<file path="config.mk">
export PLATFORM = sky130hd
export DESIGN_NAME = mem_arbiter_flat
export DESIGN_NICKNAME = d
export VERILOG_FILES = /design/src/rtl/mem_arbiter_if.sv /design/src/rtl/mem_arbiter.sv /design/src/flat_wrapper.sv
export SDC_FILE = /design/constraint.sdc
export NUM_CORES = 1
export LEC_CHECK = 0
export BUFFER_PORTS_ARGS = -buffer_cell sky130_fd_sc_hd__buf_2
export CAP_MARGIN = 15
export CORE_MARGIN = 2
export CORE_UTILIZATION = 35
export CTS_BUF_LIST = sky130_fd_sc_hd__clkbuf_16
export DETAILED_ROUTE_END_ITERATION = 10
export GPL_TIMING_DRIVEN = 0
export PLACE_DENSITY = 0.75
export SLEW_MARGIN = 10
export SYNTH_ARGS = -nofsm -noshare
export SYNTH_HDL_FRONTEND = slang
export SYNTH_SLANG_ARGS = --single-unit
export TNS_END_PERCENT = 1
</file>
<file path="constraint.sdc">
create_clock -name clk -period 1.5 [get_ports clk]
set_input_delay 0.225 -clock clk [delete_from_list [all_inputs] [get_ports clk]]
set_output_delay 0.225 -clock clk [all_outputs]
set_load 0.02 [all_outputs]
</file>
<file path="src/rtl/mem_arbiter_if.sv">
// Bus bundle between the CPU ports, the arbiter and the RAM macro.
// The slave modport is the arbiter's view. The master modport is the view
// of the surrounding CPU/RAM environment.
interface mem_arbiter_if #(
  parameter int AW = 32,
  parameter int DW = 32
);
  logic          if_req;
  logic [AW-1:0] if_addr;
  logic          if_ack;
  logic [DW-1:0] if_rdata;

  logic          d_req;
  logic          d_we;
  logic [AW-1:0] d_addr;
  logic [DW-1:0] d_wdata;
  logic          d_ack;
  logic [DW-1:0] d_rdata;

  logic          mem_en;
  logic          mem_we;
  logic [AW-1:0] mem_addr;
  logic [DW-1:0] mem_wdata;
  logic [DW-1:0] mem_rdata;

  modport slave (
    input  if_req, if_addr, d_req, d_we, d_addr, d_wdata, mem_rdata,
    output if_ack, if_rdata, d_ack, d_rdata, mem_en, mem_we, mem_addr, mem_wdata
  );

  modport master (
    output if_req, if_addr, d_req, d_we, d_addr, d_wdata, mem_rdata,
    input  if_ack, if_rdata, d_ack, d_rdata, mem_en, mem_we, mem_addr, mem_wdata
  );
endinterface

</file>
<file path="src/rtl/mem_arbiter.sv">
// Single-port RAM arbiter between instruction fetch and load/store ports.
// Data has priority over fetch, and only one transaction is in flight at a time.
// Optional starvation guard: define ARB_STARVE_GUARD_EN. After STARVE_LIM data
// grants that overtook a waiting fetch, the guard forces one fetch grant.
module mem_arbiter #(
  parameter int AW         = 32,
  parameter int DW         = 32,
  parameter int RD_LAT     = 1,
  parameter int STARVE_LIM = 4
) (
  input  logic           clk,
  input  logic           reset,
  mem_arbiter_if.slave   bus
);

  typedef enum logic [1:0] {IDLE, ISSUE, WAIT, RESP} state_t;

  state_t     state;
  logic       owner_fetch;
  logic [2:0] wait_cnt;
  logic       grant_fetch;

  if (RD_LAT < 1 || RD_LAT > 4) begin : g_bad_rd_lat
    $error("mem_arbiter: RD_LAT must be in 1..4");
  end

  if (STARVE_LIM < 1) begin : g_bad_starve_lim
    $error("mem_arbiter: STARVE_LIM must be at least 1");
  end

`ifdef ARB_STARVE_GUARD_EN
  localparam int CW = $clog2(STARVE_LIM + 1);

  logic [CW-1:0] starve_cnt;
  logic          force_fetch;

  assign force_fetch = bus.if_req && bus.d_req && (starve_cnt == CW'(STARVE_LIM));
  assign grant_fetch = bus.if_req && (!bus.d_req || force_fetch);
`else
  assign grant_fetch = bus.if_req && !bus.d_req;
`endif

  // Transaction FSM: arbitrate, strobe the RAM once, absorb latency, acknowledge.
  always_ff @(posedge clk) begin
    if (reset) begin
      state         <= IDLE;
      owner_fetch   <= 1'b0;
      wait_cnt      <= 3'd0;
      bus.if_ack    <= 1'b0;
      bus.d_ack     <= 1'b0;
      bus.if_rdata  <= {DW{1'b0}};
      bus.d_rdata   <= {DW{1'b0}};
      bus.mem_en    <= 1'b0;
      bus.mem_we    <= 1'b0;
      bus.mem_addr  <= {AW{1'b0}};
      bus.mem_wdata <= {DW{1'b0}};
`ifdef ARB_STARVE_GUARD_EN
      starve_cnt    <= '0;
`endif
    end else begin
      bus.if_ack <= 1'b0;
      bus.d_ack  <= 1'b0;
      case (state)
        IDLE: begin
          if (bus.if_req || bus.d_req) begin
            owner_fetch   <= grant_fetch;
            bus.mem_en    <= 1'b1;
            bus.mem_addr  <= grant_fetch ? bus.if_addr : bus.d_addr;
            bus.mem_we    <= !grant_fetch && bus.d_we;
            bus.mem_wdata <= (!grant_fetch && bus.d_we) ? bus.d_wdata : {DW{1'b0}};
            bus.d_ack     <= !grant_fetch && bus.d_we;
            state         <= ISSUE;
`ifdef ARB_STARVE_GUARD_EN
            if (grant_fetch) begin
              starve_cnt <= '0;
            end else if (bus.if_req) begin
              starve_cnt <= starve_cnt + CW'(1);
            end
`endif
          end
        end
        ISSUE: begin
          bus.mem_en    <= 1'b0;
          bus.mem_we    <= 1'b0;
          bus.mem_addr  <= {AW{1'b0}};
          bus.mem_wdata <= {DW{1'b0}};
          wait_cnt      <= 3'(RD_LAT - 1);
          state         <= bus.mem_we ? IDLE : WAIT;
        end
        WAIT: begin
          if (wait_cnt == 3'd0) begin
            if (owner_fetch) begin
              bus.if_rdata <= bus.mem_rdata;
              bus.if_ack   <= 1'b1;
            end else begin
              bus.d_rdata  <= bus.mem_rdata;
              bus.d_ack    <= 1'b1;
            end
            state <= RESP;
          end else begin
            wait_cnt <= wait_cnt - 3'd1;
          end
        end
        RESP: begin
          state <= IDLE;
        end
        default: begin
          state <= IDLE;
        end
      endcase
    end
  end

endmodule

</file>
<file path="src/flat_wrapper.sv">
// flat-port wrapper written by rule: the top's interface ports become plain ports
module mem_arbiter_flat 
#(
  parameter int AW         = 32,
  parameter int DW         = 32,
  parameter int RD_LAT     = 1,
  parameter int STARVE_LIM = 4
)
  (clk, reset, bus_if_req, bus_if_addr, bus_d_req, bus_d_we, bus_d_addr, bus_d_wdata, bus_mem_rdata, bus_if_ack, bus_if_rdata, bus_d_ack, bus_d_rdata, bus_mem_en, bus_mem_we, bus_mem_addr, bus_mem_wdata);
  mem_arbiter_if #(.AW(AW), .DW(DW)) bus_i ();
  input  logic clk;
  input  logic reset;
  input wire logic [$bits(bus_i.if_req)-1:0] bus_if_req;
  input wire logic [$bits(bus_i.if_addr)-1:0] bus_if_addr;
  input wire logic [$bits(bus_i.d_req)-1:0] bus_d_req;
  input wire logic [$bits(bus_i.d_we)-1:0] bus_d_we;
  input wire logic [$bits(bus_i.d_addr)-1:0] bus_d_addr;
  input wire logic [$bits(bus_i.d_wdata)-1:0] bus_d_wdata;
  input wire logic [$bits(bus_i.mem_rdata)-1:0] bus_mem_rdata;
  output wire logic [$bits(bus_i.if_ack)-1:0] bus_if_ack;
  output wire logic [$bits(bus_i.if_rdata)-1:0] bus_if_rdata;
  output wire logic [$bits(bus_i.d_ack)-1:0] bus_d_ack;
  output wire logic [$bits(bus_i.d_rdata)-1:0] bus_d_rdata;
  output wire logic [$bits(bus_i.mem_en)-1:0] bus_mem_en;
  output wire logic [$bits(bus_i.mem_we)-1:0] bus_mem_we;
  output wire logic [$bits(bus_i.mem_addr)-1:0] bus_mem_addr;
  output wire logic [$bits(bus_i.mem_wdata)-1:0] bus_mem_wdata;
  assign bus_i.if_req = bus_if_req;
  assign bus_i.if_addr = bus_if_addr;
  assign bus_i.d_req = bus_d_req;
  assign bus_i.d_we = bus_d_we;
  assign bus_i.d_addr = bus_d_addr;
  assign bus_i.d_wdata = bus_d_wdata;
  assign bus_i.mem_rdata = bus_mem_rdata;
  assign bus_if_ack = bus_i.if_ack;
  assign bus_if_rdata = bus_i.if_rdata;
  assign bus_d_ack = bus_i.d_ack;
  assign bus_d_rdata = bus_i.d_rdata;
  assign bus_mem_en = bus_i.mem_en;
  assign bus_mem_we = bus_i.mem_we;
  assign bus_mem_addr = bus_i.mem_addr;
  assign bus_mem_wdata = bus_i.mem_wdata;
  mem_arbiter #(.AW(AW), .DW(DW), .RD_LAT(RD_LAT), .STARVE_LIM(STARVE_LIM)) u_core (.clk(clk), .reset(reset), .bus(bus_i));
endmodule
</file>
==> results.cfg, run 1 <==
[power_and_ir_drop]
switchingPower_w = 0.00239
pwr-share-seq = 0.432
cell_internal_pwr_w = 0.00672
p_leak_nw = 3.49
clkPwrFrac = 0.429
switching_share = 0.263
vdd_drop_max_mv = 0.750
p_per_area_nw_per_um2 = 1190
power_frac_comb = 0.140

[finish]
nFillCells = 1437
synthToLayoutAreaGrowth_pct = 44.1
ff_latch_area_sq_um = 2770
layout-drive-gt1-share = 0.378
multi_input_area_sq_um = 2320
post-route-util = 0.522
final_nets = 1079
diodes = 0

[grt]
overflow = 0
grt_max_degree = 17
grt_pass1_wl_mm = 25.7
grt_use_total = 0.199
grt_antenna_before_repair = 0
grt_pass1_vias = 5260

[placed_design]
place_ws_ns = -0.280
dpl.hpwl_mm = 11.9
gp_congestion = 0.864
portBuffers = 262

[yosys]
synth-seq-area-share = 0.521
synth_common_cells = 227 x nand2_1, 138 x dfxtp_1, 103 x a21oi_1
synth-main-ff-cell = dfxtp_1
avgSynthCellArea_sq_um = 8.07
synth_cell_type_count = 30
syn-cell-area_sq_um = 5300
yosys.area.top_type = dfxtp_1
synth_top_cells_by_area = dfxtp_1 52%, nand2_1 16%, a21oi_1 9.7%
synthDominantCellAreaShare = 0.521
synthCells = 657
synth_edf_count = 0
synth.most_common_cell = nand2_1
yosys_warnings = 0
synthArstFlopShare = 0
ys_ff_latch = 138
synth_fp_nets = 792

[die]
std_cell_rows = 44
dieWidth_um = 127
initial_core_util = 0.362
die_h_um = 127
top_level_ports = 265
dieArea_sq_um = 16100
core_area_sq_um = 14600

[sta]
fin_crit_ns = 1.49
setup_ws_ns = 0.00622
worst_pin_slew_ns = 0.618
max_freq_ghz = 0.669
finalClockSkew_ns = 0.00991
drv_slew = 0
final-hold-violation-count = 0
rsz0062_at_grt = yes
setup_viol = 0
maxSlewHeadroom = 0.588
final.period_utilization = 0.996

[detailed_routing]
vias = 5576
viasPerCell = 4.89
routedWlPerCell_um = 14.3
drc = 0
drt_iter0_drc = 302
dr.pass1.iters = 5
wl_mm = 16.3
drtAntennaViolNets = 0

[clocking]
clk_pin_slew_ns = 0.06
numClockSinks = 138
cts_made_buffers = 17
cts.path.max_buffers = 2
cts-root-buf = clkbuf_16
h-tree-depth = 4
insertion_delay_ns = 0.42
cts_tree = done

[worst_setup_path]
required_ns = 1.84
critPathLaunchType = flip-flop
cp-end-kind = flip-flop
cp_max_fo = 7
arrival_ns = 1.84
path_class = flip-flop to flip-flop

[worst_hold_path]
hp-class = input port to flip-flop

[job]
drv_cap = 0

[run_status]
status = finished clean
## worst max-delay path: stages, from the launching register on
cell and delay [ns]:
dfxtp_2 0.32, inv_1 0.05, ha_2 0.18, ha_4 0.15
and4b_1 0.21, buf_6 0.18, buf_6 0.13, nand2_1 0.06
a21oi_1 0.13
## area by class of cell
cell class,count,area share
Buffer,57,0.0493
Clock buffer,17,0.0557
Clock inverter,14,0.0152
Inverter,4,0.00197
Multi-Input combinational cell,457,0.304
Sequential cell,138,0.362
Tap cell,184,0.0301
Timing Repair Buffer,269,0.182
## registers in the layout, summed over array words and instances (netlist names), named ones only
| signal | cells |
|---|---|
| u_core.bus.mem_we | 1 |
| u_core.bus.if_ack | 1 |
| u_core.bus.d_rdata | 32 |
| u_core.bus.d_ack | 1 |
| u_core.bus.mem_addr | 32 |
| u_core.bus.mem_en | 1 |
| u_core.bus.mem_wdata | 32 |
| u_core.wait_cnt | 3 |
| u_core.state | 1 |
| u_core.bus.if_rdata | 32 |
| u_core.owner_fetch | 1 |
## timing repair
| item | CTS | global route |
|---|---|---|
| resized for setup | 23 | 30 |
| endpoints found under the setup margin | 75 | 124 |
| pin swaps | 1 | 1 |
| setup buffers | 5 | 0 |
| hold buffers | 0 | 0 |
| cloned | 2 | 0 |
## through the flow
step / TNS (ns) / instances / cell area [sq um] / total power [W] / hold slack, ns
after floorplan: -0.121 / 657 / 5330 / 0.00471 / 0.361
after global placement: -13.36 / 1103 / 6870 / 0.00522 / 0.439
after detailed placement: -13.92 / 1103 / 6870 / 0.00523 / 0.443
after CTS: -0.00405 / 1140 / 7550 / 0.00918 / 0.0251
after global routing: -2.80 / 1140 / 7640 / 0.00951 / 0.0324
final: 0 / 1140 / 7640 / 0.00911 / 0.0436
## kinds of logic after synthesis
group / Yosys count / share of synthesized area
AOI/OAI and AO/OA: 209 / 0.226
buffers and inverters: 62 / 0.0609
adders and majority gates: 2 / 0.00472
and+or+nand+nor: 246 / 0.187
DFF: 138 / 0.521
## cell usage in the layout (no fill, tap or decap), drive strengths merged, types with 2 or more instances in the layout
cell type  netlist  routed
ha               2       2
dfxtp          138     138
clkinvlp         0       2
nor3             2       2
inv              4       7
a21oi          103     103
a22o            32      32
buf             35     303
nand2b           3       3
clkbuf          23      40
o21a             2       2
nand2          227     227
a211oi           2       2
o21ai           65      65
nor2             6       6
bufinv           0       2
o32a             2       2
clkinv           0       7
## metal layers
layer  share of wire  wire (um)  global-route usage
met1            0.44       7250               0.242
met3           0.063       1020              0.0641
met5               0          0                   0
met4           0.026        427              0.0873
met2            0.47       7600               0.323
## final timing paths
kind	from	to	slack, ns	depth (start not counted)
max	u_core.wait_cnt[1]	u_core.bus.if_rdata[4]	0.006	8
min	bus_d_wdata[15]	u_core.bus.mem_wdata[15]	0.04	3
max reg2reg	u_core.wait_cnt[1]	u_core.bus.if_rdata[4]	0.006	8
min reg2reg	u_core.bus.d_rdata[25]	u_core.bus.d_rdata[25]	0.45	2
## power by group through the flow
stage          sequential, W  clock (W)  combinational (W)
6_report             0.00393    0.00391            0.00127
5_1_grt              0.00395    0.00416            0.00139
4_1_cts              0.00393    0.00399            0.00126
3_5_place_dp         0.00400          0            0.00122
3_3_place_gp         0.00400          0            0.00122
2_1_floorplan        0.00420          0           0.000511
No activity file was read; power rests on OpenSTA's default activity.
==> run 2, diff against run 1 <==
Settings changed: PLACE_DENSITY 0.75 to 0.66.
==> results.cfg, run 2 (synthesized netlist as in run 1, its figures left out) <==
[run_status]
status = finished with violations
violations = negative setup slack

[worst_setup_path]
r2r-start = u_core.wait_cnt[0]
required_ns = 1.77
path_class = flip-flop to flip-flop
cp-end-kind = flip-flop
arrival_ns = 1.89
critPathCapture = u_core.bus.d_rdata[21]
critPathLaunchType = flip-flop
rrSetupSlack_ns = -0.12
crit_start = u_core.wait_cnt[0]
r2r_cells = 10
rr_endpoint = u_core.bus.d_rdata[21]
cp_max_fo = 5

[finish]
post-route-util = 0.529
final_nets = 1082
mostFrequentLayoutCells = 273 x buf_2, 209 x nand2_1, 134 x dfxtp_1
multi_input_area_sq_um = 2320
ff_latch_area_sq_um = 2770
layout_commonest_cell = buf_2
synthToLayoutAreaGrowth_pct = 46.1
diodes = 0
layout-drive-gt1-share = 0.383
nFillCells = 1457
finalNonFillerCells = 1144

[grt]
grt_use_total = 0.203
grt_max_degree = 17
grt_pass1_wl_mm = 26.3
overflow = 0
grt_antenna_before_repair = 0
grt_pass1_vias = 5406

[clocking]
cts_made_buffers = 17
hold_buffers = 0
insertion_delay_ns = 0.41
clk_pin_slew_ns = 0.06
numClockSinks = 138
h-tree-depth = 4
cts_tree = done
cts.path.max_buffers = 2
cts-root-buf = clkbuf_16

[power_and_ir_drop]
vdd_drop_max_mv = 0.817
finalPower_w = 0.00933
p_per_area_nw_per_um2 = 1200
p_leak_nw = 3.57

[sta]
setup-tns-final_ns = -3.90
final.period_utilization = 1.08
fin_crit_ns = 1.62
setup_ws_ns = -0.120
final-hold-violation-count = 0
worst_pin_slew_ns = 0.546
rsz0062_at_grt = yes
drv_slew = 0
finalClockSkew_ns = 0.0103
setup_viol = 60
maxSlewHeadroom = 0.636
max_freq_ghz = 0.617

[detailed_routing]
drc = 0
drt_iter0_drc = 263
vias = 5559
wl_mm = 16.6
routedWlPerCell_um = 14.5
dr.pass1.iters = 5
drtAntennaViolNets = 0
viasPerCell = 4.86

[placed_design]
placed_cells = 1103
gp_congestion = 0.829
place_ws_ns = -0.239
dpl.hpwl_mm = 12.0
portBuffers = 262

[die]
dieArea_sq_um = 16100
dieWidth_um = 127
initial_core_util = 0.362
top_level_ports = 265
die_h_um = 127
core_area_sq_um = 14600
std_cell_rows = 44

[job]
drv_cap = 0

[worst_hold_path]
hp-class = input port to flip-flop
==> run 2: cell types whose count changed in the layout (fill, tap and decap cells not counted), moves of 2 or more <==
| cell | delta |
|---|---|
| clkinvlp_4 | -2 |
| inv_2 | +2 |
| buf_8 | +2 |
| buf_6 | -2 |
| a21oi_1 | +16 |
| clkbuf_4 | +2 |
| nand2_2 | +18 |
| a21oi_2 | -16 |
| clkbuf_2 | -2 |
| nand2_1 | -18 |
==> run 2: how the worst min path moves through the flow <==
stage	slack (ns)	depth (start not counted)	end	start
final	0.05	3	u_core.bus.mem_wdata[14]	bus_d_wdata[14]
after CTS	0.02	3	u_core.bus.mem_wdata[27]	bus_d_wdata[27]
after floorplan	0.36	2	u_core.bus.d_rdata[0]	bus_mem_rdata[0]
after global placement	0.44	2	u_core.bus.if_rdata[11]	u_core.bus.if_rdata[11]
after detailed placement	0.44	2	u_core.bus.d_rdata[5]	u_core.bus.d_rdata[5]
after global routing	0.03	3	u_core.bus.mem_wdata[27]	bus_d_wdata[27]
==> run 2: area by class of cell <==
type                       instances  share of cell area
timing repair buffer             272               0.187
multi-input combinational        457               0.300
sequential                       138               0.358
inverter                           4             0.00194
tap                              184              0.0297
clock buffer                      17              0.0550
buffer                            57              0.0503
clock inverter                    15              0.0186
==> run 2: worst max-delay path: stages (launching register included) <==
cell and delay (ns):
dfxtp_2 0.34, inv_2 0.05, ha_4 0.16, ha_4 0.15, buf_6 0.11, nor4bb_4 0.14
buf_4 0.16, buf_12 0.14, buf_8 0.13, nand2_1 0.06, a21oi_1 0.05
==> run 2: per-layer routing <==
| layer | part of all wire | GRT usage | wire (um) |
|---|---|---|---|
| met5 | 0 | 0 | 0 |
| met4 | 0.019 | 0.0763 | 308 |
| met3 | 0.064 | 0.0632 | 1050 |
| met2 | 0.47 | 0.334 | 7830 |
| met1 | 0.45 | 0.251 | 7380 |
==> run 2: per-stage QoR <==
step           area, sq um  hold slack, ns
5_1_grt               7740          0.0322
4_1_cts               7650          0.0243
2_1_floorplan         5330           0.361
6_report              7740          0.0531
3_5_place_dp          6870           0.443
3_3_place_gp          6870           0.440
==> run 2: repair_timing <==
item                       in CTS  in global routing
setup endpoints to repair      76                122
gates cloned                    3                  0
resized for setup              27                 38
buffers inserted                6                  1
hold endpoints to repair        0                  0
pin swaps                       4                  4
==> run 2: where the power goes <==
| part | total (W) | switching (W) | internal, W |
|---|---|---|---|
| sequential | 0.00393 | 0.0000923 | 0.00384 |
| clock | 0.00406 | 0.00151 | 0.00256 |
| combinational | 0.00133 | 0.000785 | 0.000547 |
| total | 0.00933 | 0.00238 | 0.00694 |
